**src/rtl/sqrt_cordic_pkg.sv**
```systemverilog
// Shared types and constants for the hyperbolic radix-4 CORDIC sqrt path.
// State encoding, rotation width, unity gain and default stage timing.
package sqrt_cordic_pkg;

  typedef enum logic [1:0] {
    S_IDLE  = 2'd0,
    S_ISSUE = 2'd1,
    S_WAIT  = 2'd2,
    S_DONE  = 2'd3
  } state_t;

  localparam int ROTT_W       = 6;
  localparam int ITER_W       = 5;
  localparam int DEF_DSIZE    = 17;
  localparam int K_ONE        = 2 ** (DEF_DSIZE - 1);
  localparam int DEF_STG_LAT  = 3;
  localparam int DEF_MAX_ROTT = 16;

endpackage

```
**src/rtl/hyperbola_sqrt_iter_ctrl.sv**
```systemverilog
// Iterative sequencer: loops one (X,Y) job through a shared radix-4
// rotation stage until the rotation index reaches MAX_ROTT, then holds
// the final X, Y and gain K until the consumer accepts them.
// Ports: clock/rst (sync, active-high); in_valid/in_ready + in_x/in_y
// job input; stg_* drive and sample the rotation stage; out_valid/
// out_ready + out_x/out_y/out_k/out_iters/out_timeout result.
module hyperbola_sqrt_iter_ctrl
  import sqrt_cordic_pkg::*;
#(
  parameter int DSIZE      = DEF_DSIZE,
  parameter int STG_LAT    = DEF_STG_LAT,
  parameter int START_ROTT = 1,
  parameter int MAX_ROTT   = DEF_MAX_ROTT,
  parameter int MAX_ITER   = 16
) (
  input  logic              clock,
  input  logic              rst,
  input  logic              in_valid,
  output logic              in_ready,
  input  logic [DSIZE-1:0]  in_x,
  input  logic [DSIZE-1:0]  in_y,
  output logic [DSIZE-1:0]  stg_ix,
  output logic [DSIZE-1:0]  stg_iy,
  output logic [ROTT_W-1:0] stg_rott,
  output logic [DSIZE-1:0]  stg_k,
  input  logic [DSIZE-1:0]  stg_ox,
  input  logic [DSIZE-1:0]  stg_oy,
  input  logic [ROTT_W-1:0] stg_next_rott,
  input  logic [DSIZE-1:0]  stg_next_k,
  output logic              out_valid,
  input  logic              out_ready,
  output logic [DSIZE-1:0]  out_x,
  output logic [DSIZE-1:0]  out_y,
  output logic [DSIZE-1:0]  out_k,
  output logic [ITER_W-1:0] out_iters,
  output logic              out_timeout
);

  if (MAX_ITER < 1 || MAX_ITER > 31) begin : g_bad_iter
    $error("MAX_ITER must be in 1..31");
  end
  if (STG_LAT < 1) begin : g_bad_lat
    $error("STG_LAT must be at least 1");
  end

  localparam int CW = (STG_LAT > 1) ? $clog2(STG_LAT) : 1;
  localparam logic [CW-1:0]     LAST  = CW'(STG_LAT - 1);
  localparam logic [ROTT_W-1:0] R0    = ROTT_W'(START_ROTT);
  localparam logic [ROTT_W-1:0] RMAX  = ROTT_W'(MAX_ROTT);
  localparam logic [ITER_W-1:0] IMAX  = ITER_W'(MAX_ITER);
  localparam logic [DSIZE-1:0]  KONE  = {1'b1, {(DSIZE-1){1'b0}}};

  state_t            state, state_nx;
  logic [CW-1:0]     cnt, cnt_nx;
  logic [ITER_W-1:0] iter, iter_nx;

  logic [DSIZE-1:0]  ix_nx, iy_nx, k_nx;
  logic [ROTT_W-1:0] rott_nx;
  logic [DSIZE-1:0]  ox_nx, oy_nx, ok_nx;
  logic [ITER_W-1:0] oit_nx;
  logic              oto_nx;
  logic              rott_done;

  // Unsigned compare: any index past MAX_ROTT also ends the job.
  assign rott_done = (stg_next_rott >= RMAX);

  assign in_ready  = (state == S_IDLE);
  assign out_valid = (state == S_DONE);

  always_comb begin
    state_nx = state;
    cnt_nx   = cnt;
    iter_nx  = iter;
    ix_nx    = stg_ix;
    iy_nx    = stg_iy;
    rott_nx  = stg_rott;
    k_nx     = stg_k;
    ox_nx    = out_x;
    oy_nx    = out_y;
    ok_nx    = out_k;
    oit_nx   = out_iters;
    oto_nx   = out_timeout;
    unique case (state)
      S_IDLE: begin
        if (in_valid) begin
          ix_nx    = in_x;
          iy_nx    = in_y;
          rott_nx  = R0;
          k_nx     = KONE;
          iter_nx  = '0;
          state_nx = S_ISSUE;
        end
      end
      S_ISSUE: begin
        cnt_nx   = '0;
        iter_nx  = iter + 1'b1;
        state_nx = S_WAIT;
      end
      S_WAIT: begin
        if (cnt == LAST) begin
          if (rott_done || iter == IMAX) begin
            ox_nx    = stg_ox;
            oy_nx    = stg_oy;
            ok_nx    = stg_next_k;
            oit_nx   = iter;
            oto_nx   = !rott_done;
            state_nx = S_DONE;
          end else begin
            ix_nx    = stg_ox;
            iy_nx    = stg_oy;
            rott_nx  = stg_next_rott;
            k_nx     = stg_next_k;
            state_nx = S_ISSUE;
          end
        end else begin
          cnt_nx = cnt + 1'b1;
        end
      end
      S_DONE: begin
        if (out_ready) state_nx = S_IDLE;
      end
      default: state_nx = S_IDLE;
    endcase
  end

  always_ff @(posedge clock) begin
    if (rst) begin
      state       <= S_IDLE;
      cnt         <= '0;
      iter        <= '0;
      stg_ix      <= '0;
      stg_iy      <= '0;
      stg_rott    <= R0;
      stg_k       <= KONE;
      out_x       <= '0;
      out_y       <= '0;
      out_k       <= '0;
      out_iters   <= '0;
      out_timeout <= 1'b0;
    end else begin
      state       <= state_nx;
      cnt         <= cnt_nx;
      iter        <= iter_nx;
      stg_ix      <= ix_nx;
      stg_iy      <= iy_nx;
      stg_rott    <= rott_nx;
      stg_k       <= k_nx;
      out_x       <= ox_nx;
      out_y       <= oy_nx;
      out_k       <= ok_nx;
      out_iters   <= oit_nx;
      out_timeout <= oto_nx;
    end
  end

endmodule

```
**config.mk**
```make
export PLATFORM = sky130hd
export DESIGN_NAME = hyperbola_sqrt_iter_ctrl
export DESIGN_NICKNAME = d
export VERILOG_FILES = /design/src/rtl/sqrt_cordic_pkg.sv /design/src/rtl/hyperbola_sqrt_iter_ctrl.sv
export SDC_FILE = /design/constraint.sdc
export NUM_CORES = 1
export LEC_CHECK = 0
export CAP_MARGIN = 0
export CORE_MARGIN = 5
export CORE_UTILIZATION = 39
export CTS_BUF_LIST = sky130_fd_sc_hd__clkbuf_4 sky130_fd_sc_hd__clkbuf_8 sky130_fd_sc_hd__clkbuf_16
export CTS_CLUSTER_DIAMETER = 150
export CTS_CLUSTER_SIZE = 24
export DETAILED_ROUTE_END_ITERATION = 16
export PLACE_DENSITY = 0.87
export REMOVE_ABC_BUFFERS = 1
export SLEW_MARGIN = 20
export SYNTH_ARGS = -nofsm -noshare
export SYNTH_HDL_FRONTEND = slang
export SYNTH_SLANG_ARGS = --single-unit
```
**constraint.sdc**
```tcl
create_clock -name clock -period 1.7 [get_ports clock]
set_input_delay 0.255 -clock clock [delete_from_list [all_inputs] [get_ports clock]]
set_output_delay 0.255 -clock clock [all_outputs]
set_load 0.01 [all_outputs]
```
### Yosys cells after proc, flatten, opt, wreduce, memory -nomap -nowiden

Cells that the tools add are included.
Widths: inputs -> output; s select.

| storage, ports and cells | value |
|---|---|
| bits in registers | 123 |
| output and inout bits | 116 |

| operators by class | value |
|---|---|
| $add $sub $neg | 2 |
| $lt $le $gt $ge | 1 |
| equal/unequal tests | 10 |
| multiplexer cells | 25 |
| reduce and logical (&&, ||, !) cells | 11 |

Operators by type and width:

| kind | count |
|---|---|
| $mux 17 | 9 |
| $pmux 17 s2 | 3 |
| $mux 6 | 3 |
| $pmux 6 s2 | 1 |
| $mux 2 | 5 |
| $pmux 5 s2 | 1 |
| $ne 2x2->1 const B | 4 |
| $pmux 2 s4 | 1 |
| $eq 2x2->1 const B | 3 |
| $ge 6x5->1 const B | 1 |
| $reduce_and 3->1 | 2 |
| $reduce_bool 2->1 | 3 |
| $add 5x1->5 const B | 1 |
| $eq 5x5->1 const B | 1 |
| $mux 5 | 1 |
| $pmux 2 s2 | 1 |
| $reduce_and 2->1 | 2 |
| $reduce_and 4->1 | 1 |
| $add 2x1->2 const B | 1 |
| $eq 2x1->1 const B | 1 |
| $logic_not 2->1 | 1 |
| $ne 2x1->1 const B | 1 |
| $logic_not 1->1 | 1 |
| $logic_or 1x1->1 | 1 |

### Depth between registers and ports, before layout

Gate-level depths: netlist of run 1.

| logic depth | value |
|---|---|
| word-level depth | 5 |
| gate-level depth with buffers | 9 |
| gate-level depth less buffers | 6 |

### Worst setup path before layout of run 1

Ideal clock, no wire load.

| path | value |
|---|---|
| path type | reg2reg |
| start | register iter[0] |
| end | register out_k[10] |
| setup time | 0.132 ns |
| arrival time | 1.589 ns |
| required time | 1.568 ns |
| path slack | -0.021 ns |
| cell stages (with the launch flop) | 9 |
| buffers on the path | 2 |
| path through | dfxtp_1 inv_1 ha_1 and4bb_1 o311a_1 buf_2 buf_2 nand2_1 a21oi_1 |

| on the way | value |
|---|---|
| cells in the longest elaborated chain, start to end | 3 |

RTL lines:

| what | RTL line | RTL |
|---|---|---|
| start: declaration | hyperbola_sqrt_iter_ctrl.sv:55 | `logic [ITER_W-1:0] iter, iter_nx;` |
| start signal: assignment | hyperbola_sqrt_iter_ctrl.sv:143 | `iter <= iter_nx;` |
| $eq 5x5->1 | hyperbola_sqrt_iter_ctrl.sv:101 | `if (rott_done \|\| iter == IMAX) begin` |
| $logic_or 1x1->1 | hyperbola_sqrt_iter_ctrl.sv:101 |  |
| $reduce_and 3->1 (no source line) | n/a |  |
| end signal: assignment | hyperbola_sqrt_iter_ctrl.sv:150 | `out_k <= ok_nx;` |
| end: declaration | hyperbola_sqrt_iter_ctrl.sv:34 | `output logic [DSIZE-1:0] out_k,` |

No other way between the ends.
A chain may end at the register's enable or synchronous reset.

### Final worst setup path of run 1

| path | value |
|---|---|
| start | register iter[0] |
| end | register out_y[2] |

| on the way | value |
|---|---|
| cells in the longest elaborated chain, start to end | 3 |

RTL lines:

| what | RTL line | RTL |
|---|---|---|
| $eq 5x5->1 | hyperbola_sqrt_iter_ctrl.sv:101 |  |
| $logic_or 1x1->1 | hyperbola_sqrt_iter_ctrl.sv:101 |  |
| $reduce_and 3->1 (no source line) | n/a |  |
| end signal: assignment | hyperbola_sqrt_iter_ctrl.sv:149 | `out_y <= oy_nx;` |
| end: declaration | hyperbola_sqrt_iter_ctrl.sv:33 | `output logic [DSIZE-1:0] out_y,` |

No other way between the ends.

==> results of run 1 <==
==> synthesized netlist by cell type (2+ instances only) <==
| master | count |
|---|---|
| a311oi_1 | 5 |
| nand2b_1 | 20 |
| o32ai_2 | 19 |
| a22oi_1 | 4 |
| a2bb2oi_1 | 2 |
| nand4_1 | 2 |
| a21oi_1 | 95 |
| buf_4 | 4 |
| nand3_1 | 2 |
| mux2i_1 | 4 |
| buf_2 | 10 |
| nand2_1 | 185 |
| dfxtp_1 | 123 |
| or2_0 | 2 |
| ha_1 | 3 |
| clkbuf_1 | 29 |
| nor3b_2 | 2 |
| nor2_1 | 16 |
| inv_1 | 23 |
| buf_6 | 10 |
| a311oi_2 | 29 |
==> through the flow <==
step | power (mW) | worst slack [ns] | setup TNS (ns) | cell area, sq um | utilization (%)
3_5_place_dp | 4.35 | -0.123 | -6.94 | 7780 | 58.3
5_1_grt | 8.61 | -0.172 | -7.89 | 9330 | 69.9
3_3_place_gp | 4.32 | -0.0693 | -4.65 | 7780 | 58.3
4_1_cts | 8.26 | -0.0392 | -0.336 | 8490 | 63.6
6_report | 8.34 | -0.130 | -4.18 | 9330 | 69.9
2_1_floorplan | 3.60 | -1.32 | -141.73 | 5040 | -
==> worst min-delay path by stage <==
stage | start | slack, ns | depth (start not counted) | to
final | rst | 0.19 | 2 | stg_ix[14]
after global routing | rst | 0.20 | 2 | stg_ix[6]
after CTS | rst | 0.17 | 2 | stg_iy[14]
after detailed placement | out_iters[2] | 0.44 | 2 | out_iters[2]
after global placement | out_y[7] | 0.44 | 2 | out_y[7]
after floorplan | rst | 0.32 | 1 | stg_ix[0]
==> what timing repair did <==
action                     CTS  global route
hold endpoints to repair     0             0
gates cloned                 1            14
setup buffers                2             6
resized for setup            7           149
setup endpoints to repair   40            81
pin swaps                    0            56
==> power by group through the flow <==
| stage | registers (mW) | clock network (mW) | logic, mW |
|---|---|---|---|
| after global placement | 3.11 | 0 | 1.22 |
| after detailed placement | 3.11 | 0 | 1.24 |
| after CTS | 3.05 | 3.96 | 1.25 |
| after floorplan | 3.16 | 0 | 0.435 |
| final | 3.07 | 3.92 | 1.35 |
| after global routing | 3.08 | 4.10 | 1.43 |
==> layout make-up <==
type,count,area (sq um),share of cell area [%]
Inverter,23,86.3,0.925
Timing Repair Buffer,267,2910,31.2
Multi-Input combinational cell,408,3000,32.2
Tap cell,176,220,2.36
Clock inverter,7,135,1.45
Sequential cell,123,2470,26.5
Clock buffer,24,509,5.46
==> registers in the layout, summed over array words and instances (netlist names) <==
| name | count |
|---|---|
| out_y | 17 |
| stg_iy | 17 |
| iter | 5 |
| out_k | 17 |
| stg_rott | 6 |
| stg_k | 17 |
| out_iters | 5 |
| cnt | 2 |
| out_timeout | 1 |
| stg_ix | 17 |
| state | 2 |
| out_x | 17 |
==> logic make-up (layout without fill, tap and decap cells) <==
group	Yosys count	count (layout)	share of synthesized area (%)
AOI/OAI and AO/OA	160	161	25.6
adders and majority gates	3	3	0.703
buffers and inverters	76	321	7.27
DFF	123	123	46.1
muxes	5	5	0.961
and+or+nand+nor	239	239	19.3
==> layer usage <==
| metal | global-route usage (%) | share of wire (%) | vias up |
|---|---|---|---|
| met5 | 0 | 0 | - |
| met4 | 8.83 | 5.1 | 0 |
| met3 | 5.93 | 6.6 | 79 |
| met2 | 37.0 | 49 | 269 |
| met1 | 23.8 | 39 | 2660 |
| li1 | - | - | 2551 |
==> worst reg2reg max path, delay by kind of cell (launching register included) <==
family,cells,cell delay [ns]
and+or+nand+nor,2,0.33
buffers and inverters,3,0.41
adders and majority gates,1,0.15
DFF,1,0.34
AOI/OAI and AO/OA,2,0.49
==> reports/results.txt, run 1 <==
max-slew violations -> 0
Yosys top cell area share -> 46.1%
WP depth -> 8
CP Buf/Inv Count -> 3
drc violations -> 0
Hold WS -> 0.191 ns
Clock transition at path regs -> 0.05 ns
CP max FO -> 7
vias per cell -> 5.41
gate count of the mapped netlist -> 606
flop and latch count out of synthesis -> 123
DR pass1 iterations -> 5
Via Count -> 5559
min setup slack post-route -> -0.130 ns
synth unique cells -> 38
Max stage delay on crit path -> 0.44 ns
largest net degree at the start of global routing -> 59
Initial Util -> 40.0%
clock buffer depth -> 2
synth-to-layout area growth -> 74.8%
DR iter-0 viols -> 370
top post-synthesis cells by area -> dfxtp_1 (46%), nand2_1 (13%), a21oi_1 (8.9%)
max frequency -> 546 MHz
reg-to-reg setup timing slack -> -0.13 ns
FILL cells -> 937
share of cells above drive strength 1 -> 30.2%
first-pass GRT wire length -> 26.7 mm
clock insertion delay at the later pin of the skew report -> 0.42 ns
# H-tree levels -> 4
I/O Pins -> 211
Root Buffer -> clkbuf_16
dpl cells -> 974
initial antenna violation count -> 0
Worst Max-Slew Pin Slew -> 0.308 ns
Synth Area per Inst -> 8.81 sq um
data required time of the worst path -> 2.00 ns
diode count -> 0
Hold Vio Cnt, Final -> 0
Main synth FF type -> dfxtp_1
gr ovfl total -> 0
Setup CP Type -> reg -> reg
total core area -> 13300 sq um
post-DP HPWL -> 11.9 mm
Internal -> 6.34 mW
outcome -> finished, violations left
crit path DAT -> 2.13 ns
Die H -> 127 um
clk sink count -> 123
wire length per cell -> 20.5 um
Crit. End Element -> flop
Critical Path Source Type -> flop
WL final -> 21.1 mm
critical path's top delay family -> compound AO/OA/AOI/OAI gates
Syn. warnings -> 0
Total GRT Usage -> 21.0%
commonest non-fill, non-tap cell in the layout -> clkdlybuf4s50_1
skew final -> 0.00657 ns
power density cells -> 894 nW/um^2
Final Net Count -> 938
Rows -> 42
area leader, netlist -> dfxtp_1
Die Wd -> 127 um
RSZ-0062 raised after global routing -> yes
Worst Reg2Reg Path Length in Cells -> 8
Final Setup Violations -> 63
Slew HR -> 79.5%
NetSw -> 2.00 mW
max-cap check violation count -> 0
Clk pwr share -> 47.1%
synthesized area -> 5340 sq um
Post-synth EDFFs -> 0
Layout Cells excl Fill -> 1028
Comb power frac -> 16.2%
RR Endpoint -> out_y[2]
worst min path class -> in -> reg
Switching Fraction -> 23.9%
CTS hold repair buffers -> 0
Flop pwr share -> 36.7%
worst path cell trace -> inv_2 > ha_4 > and4bb_2 > buf_6 > o311a_4 > clkbuf_16 > nand2_2 > a21oi_1
Crit-path slowest cell -> o311a_4
critical path launch point -> iter[0]
Routed Antenna Nets -> 0
Async S/R FF share, synth -> 0%
final worst path period need -> 1.83 ns
Leakage Power -> 3.40 nW
CP endpoint -> out_y[2]
Seq/Total Area, Yosys -> 46.1%
TritonCTS Buffers -> 17
vias in the first global route -> 5125
violated checks -> negative setup slack
VDD IR max -> 0.000537 V
Reg2Reg Launch Point -> iter[0]
Final Cycle Share -> 108%
port buffer count -> 210
TritonCTS clock tree -> built
most frequent cells in the layout -> clkdlybuf4s50_1 (207), nand2_1 (130), dfxtp_1 (118)
routability cong. -> 0.822
total die area -> 16100 sq um
Power figures use the tool's default switching activity.
==> inputs of run 2 (changes only) <==
--- a/config.mk
+++ b/config.mk
@@ -12,7 +12,7 @@
 export CTS_CLUSTER_DIAMETER = 150
 export CTS_CLUSTER_SIZE = 24
 export DETAILED_ROUTE_END_ITERATION = 16
-export PLACE_DENSITY = 0.87
+export PLACE_DENSITY = 0.76
 export REMOVE_ABC_BUFFERS = 1
 export SLEW_MARGIN = 20
 export SYNTH_ARGS = -nofsm -noshare
==> run 2 against run 1 <==
  * First-iteration DRC count rose by 9.2%
  * Sequential power barely moved
  * Critical endpoint is now out_x[13]
  * Global-route usage up 0.67 points
  * The run still ends with negative setup slack left
  * Cell count fell by 1.6%
==> reports/results.txt, run 2 (same netlist as run 1, synthesis figures left out) <==
outcome -> finished, violations left
violated checks -> negative setup slack
final worst path period need -> 1.75 ns
vias in the first global route -> 5472
port buffer count -> 210
power density cells -> 879 nW/um^2
total core area -> 13300 sq um
Final Core Density -> 64.8%
Final Net Count -> 922
Leakage Power -> 3.00 nW
hold depth -> 2
Routed Antenna Nets -> 0
min setup slack post-route -> -0.0545 ns
Via Count -> 5416
skew final -> 0.0150 ns
CP max FO -> 17
Initial Util -> 40.0%
initial antenna violation count -> 0
Slew HR -> 74.2%
routability cong. -> 0.807
largest net degree at the start of global routing -> 50
Critical Path Source Type -> flop
vias per cell -> 5.35
TritonCTS Buffers -> 17
Final Setup Violations -> 25
wire length per cell -> 18.3 um
Layout Cells excl Fill -> 1012
DR pass1 iterations -> 5
drc violations -> 0
Crit. End Element -> flop
commonest non-fill, non-tap cell in the layout -> clkdlybuf4s50_1
TritonCTS clock tree -> built
crit path DAT -> 2.09 ns
max-cap check violation count -> 0
Die Wd -> 127 um
Total GRT Usage -> 21.7%
gr ovfl total -> 0
diode count -> 0
share of cells above drive strength 1 -> 20.5%
VDD IR max -> 0.000613 V
WL final -> 18.5 mm
Hold Vio Cnt, Final -> 0
Worst Reg2Reg Path Length in Cells -> 8
post-DP HPWL -> 12.4 mm
DP Area -> 7770 sq um
Root Buffer -> clkbuf_16
total die area -> 16100 sq um
clk sink count -> 123
data required time of the worst path -> 2.04 ns
Die H -> 127 um
I/O Pins -> 211
Setup CP Type -> reg -> reg
Final Cycle Share -> 103%
DR iter-0 viols -> 404
setup tns final -> -0.466 ns
synth-to-layout area growth -> 62.0%
dpl cells -> 971
worst min path class -> in -> reg
Rows -> 42
clock buffer depth -> 2
RSZ-0062 raised after global routing -> yes
CTS hold repair buffers -> 0
max-slew violations -> 0
FILL cells -> 1081
most frequent cells in the layout -> clkdlybuf4s50_1 (207), nand2_1 (177), dfxtp_1 (119)
# H-tree levels -> 4
max frequency -> 570 MHz
clock insertion delay at the later pin of the skew report -> 0.42 ns
first-pass GRT wire length -> 27.8 mm
Clock transition at path regs -> 0.05 ns
final instance area -> 8650 sq um
Worst Max-Slew Pin Slew -> 0.387 ns
-- run 2: cell types whose count changed in the layout (fill, tap and decap cells not counted), sizes merged --
cell,previous run,this run
bufinv,4,0
clkinvlp,0,1
buf,49,39
o311a,2,1
clkinv,3,7
clkbuf,33,27
-- run 2: per-layer routing --
metal  GRT usage (%)  vias to the layer above  part of all wire, %
met5               0                        -                    0
met4            10.7                        0                  3.5
met3            5.51                       47                  6.5
met2            37.0                      227                   50
met1            25.3                     2627                   40
li1                -                     2515                    -
-- run 2: final timing paths --
| path | slack [ns] | start | to |
|---|---|---|---|
| worst min register to register | 0.46 | out_iters[3] | out_iters[3] |
| worst min-delay path | 0.15 | rst | out_y[12] |
| worst max-delay path | -0.05 | iter[0] | out_x[13] |
| worst max register to register | -0.05 | iter[0] | out_x[13] |
-- run 2: worst max-delay path: stages (launching register included) --
cell,delay [ns]
dfxtp_2,0.33
inv_2,0.04
ha_4,0.15
and4bb_2,0.26
o311ai_4,0.28
buf_6,0.21
buf_12,0.16
nand2_1,0.07
a21oi_1,0.16
-- run 2: layout make-up --
type,instances,area (sq um),share of cell area [%]
clock inverter,8,42.5,0.492
inverter,23,86.3,0.998
sequential,123,2470,28.5
clock buffer,23,502,5.80
timing repair buffer,252,2670,30.9
multi-input combinational,407,2660,30.8
tap,176,220,2.55
-- run 2: timing repair --
action | in CTS | in global routing
gates cloned | 1 | 4
endpoints found under the setup margin | 47 | 104
pin swaps | 0 | 16
gates resized for setup | 8 | 48
buffers inserted | 2 | 4
-- run 2: where the power goes --
part / leakage, nW / internal [mW] / switching (mW) / total, mW
registers: 1.00 / 3.00 / 0.0666 / 3.06
logic: 1.72 / 0.653 / 0.604 / 1.26
clock network: 0.278 / 2.04 / 1.25 / 3.29
-- run 2: per-stage QoR --
stage                     total power [mW]  setup slack (ns)  hold WS, ns
after global placement                4.32           -0.0703        0.443
after detailed placement              4.36            -0.108        0.446
after CTS                             7.64           0.00567        0.139
final                                 7.61           -0.0545        0.154
after global routing                  7.89           -0.0971        0.157
after floorplan                       3.60             -1.32        0.323
==> inputs of run 3 (changes only) <==
==> constraint.sdc (replaced) <==
create_clock -name clock -period 1.5 [get_ports clock]
set_input_delay 0.225 -clock clock [delete_from_list [all_inputs] [get_ports clock]]
set_output_delay 0.225 -clock clock [all_outputs]
set_load 0.01 [all_outputs]
==> run 3 against run 2 <==
  * The flow still finishes with violations (negative setup slack)
  * Critical path depth decreased by 1
  * Via count is 3.7% higher
  * Utilization increased by 6.8 points
  * Clock skew is 0.0073 ns lower
  * First-iteration DRC count down 13%
  * Count of clock-buffer cells in the layout is 2 higher
  * Cell count increased by 3.3%
  * Register-to-register slack got worse by 0.18 ns
  * Fmax increased by 1.2%
  * Sequential power grew 13%
  * Sequential share of layout area decreased by 2.7 points
==> reports/results.txt, run 3 (same netlist as run 1, synthesis figures left out) <==
reg-to-reg setup timing slack -> -0.23 ns
Final Cycle Share -> 116%
DR pass1 iterations -> 4
final worst path period need -> 1.73 ns
DP Area -> 7840 sq um
Final Net Count -> 954
RR Endpoint -> stg_k[13]
dpl cells -> 978
routability cong. -> 0.784
synth-to-layout area growth -> 79.0%
data required time of the worst path -> 1.81 ns
vias in the first global route -> 5712
Rows -> 42
Root Buffer -> clkbuf_16
first-pass GRT wire length -> 30.3 mm
min setup slack post-route -> -0.233 ns
RSZ-0062 raised after global routing -> yes
Total GRT Usage -> 23.9%
max frequency -> 577 MHz
commonest non-fill, non-tap cell in the layout -> nand2_1
Hold WS -> 0.146 ns
TritonCTS clock tree -> built
register area -> 2470 sq um
initial antenna violation count -> 0
Die Wd -> 127 um
violated checks -> negative setup slack
multi-input logic area -> 3090 sq um
Tot Pwr -> 9.35 mW
FILL cells -> 993
diode count -> 0
wire length per cell -> 20.8 um
max-slew violations -> 0
setup tns final -> -17.51 ns
outcome -> finished, violations left
DR iter-0 viols -> 350
most frequent cells in the layout -> nand2_1 (132), dfxtp_1 (120), dlygate4sd2_1 (114)
crit path DAT -> 2.04 ns
Reg2Reg Launch Point -> iter[0]
Layout Cells excl Fill -> 1045
clock buffer depth -> 2
total core area -> 13300 sq um
share of cells above drive strength 1 -> 31.9%
# H-tree levels -> 4
port buffer count -> 210
vias per cell -> 5.37
Leakage Power -> 4.00 nW
Crit. End Element -> flop
TritonCTS Buffers -> 17
drc violations -> 0
Die H -> 127 um
Worst Max-Slew Pin Slew -> 0.299 ns
Final Core Density -> 71.6%
final instance area -> 9550 sq um
VDD IR max -> 0.000725 V
Hold Vio Cnt, Final -> 0
Worst Reg2Reg Path Length in Cells -> 7
max-cap check violation count -> 0
Critical Path Source Type -> flop
Routed Antenna Nets -> 0
Slew HR -> 80.1%
largest net degree at the start of global routing -> 46
Place WS -> -0.268 ns
I/O Pins -> 211
Via Count -> 5616
gr ovfl total -> 0
critical path launch point -> iter[0]
Final Setup Violations -> 114
WL final -> 21.7 mm
CP max FO -> 8
Initial Util -> 40.0%
post-DP HPWL -> 12.3 mm
total die area -> 16100 sq um
clk sink count -> 123
Setup CP Type -> reg -> reg
skew final -> 0.00770 ns
power density cells -> 979 nW/um^2
clock insertion delay at the later pin of the skew report -> 0.41 ns
CP endpoint -> stg_k[13]
Clock transition at path regs -> 0.06 ns
worst min path class -> in -> reg
[run 3: cell types whose count changed in the layout (fill, tap and decap cells not counted), sizes merged, moves of 2 or more]
cell / delta
clkdlybuf4s50: -114
dlygate4sd2: +112
buf: +30
bufinv: +3
clkbuf: +3
clkinv: -3
bufbuf: +2
[run 3: area by class of cell]
type,count,share of cell area (%)
flip-flops and latches,123,25.8
well taps,176,2.30
clock buffers,25,5.41
repair buffers,283,32.1
multi-input cells,408,32.3
clock inverters,7,1.15
inverters,23,0.904
[run 3: timing repair]
item / 4_1_cts / 5_1_grt
pin swaps: 27 / 24
setup buffers: 13 / 4
gates cloned: 14 / 6
resized for setup: 201 / 94
hold buffers: 0 / 0
endpoints found under the setup margin: 230 / 116
[run 3: worst max-delay path, cell delays in order (launching register included)]
cell and delay, ns:
dfxtp_2 0.32, inv_2 0.06, ha_4 0.13, nand4bb_1 0.16, a21o_4 0.27, and2_4 0.24, buf_12 0.18, o32ai_2 0.27
[run 3: power breakdown]
| group | switching (mW) | leakage, nW | internal [mW] | total (mW) |
|---|---|---|---|---|
| sequential | 0.0723 | 1.00 | 3.39 | 3.47 |
| clock | 1.44 | 0.317 | 2.88 | 4.32 |
| combinational | 0.795 | 2.68 | 0.769 | 1.56 |
| total | 2.31 | 4.00 | 7.04 | 9.35 |
[run 3: routing by layer]
layer | share of wire [%] | global-route usage (%) | vias to the layer above
li1 | - | - | 2587
met1 | 39 | 27.4 | 2722
met2 | 50 | 41.4 | 240
met3 | 6.8 | 6.59 | 67
met4 | 4.0 | 10.9 | 0
met5 | 0 | 0 | -
[run 3: worst min path at each step]
| stage | from | end | slack [ns] | depth (start not counted) |
|---|---|---|---|---|
| after global routing | rst | out_x[1] | 0.15 | 2 |
| after CTS | rst | out_y[11] | 0.12 | 2 |
| after detailed placement | out_y[16] | out_y[16] | 0.45 | 2 |
| after floorplan | rst | stg_ix[0] | 0.29 | 1 |
| final | rst | out_y[11] | 0.15 | 2 |
| after global placement | out_k[2] | out_k[2] | 0.44 | 2 |
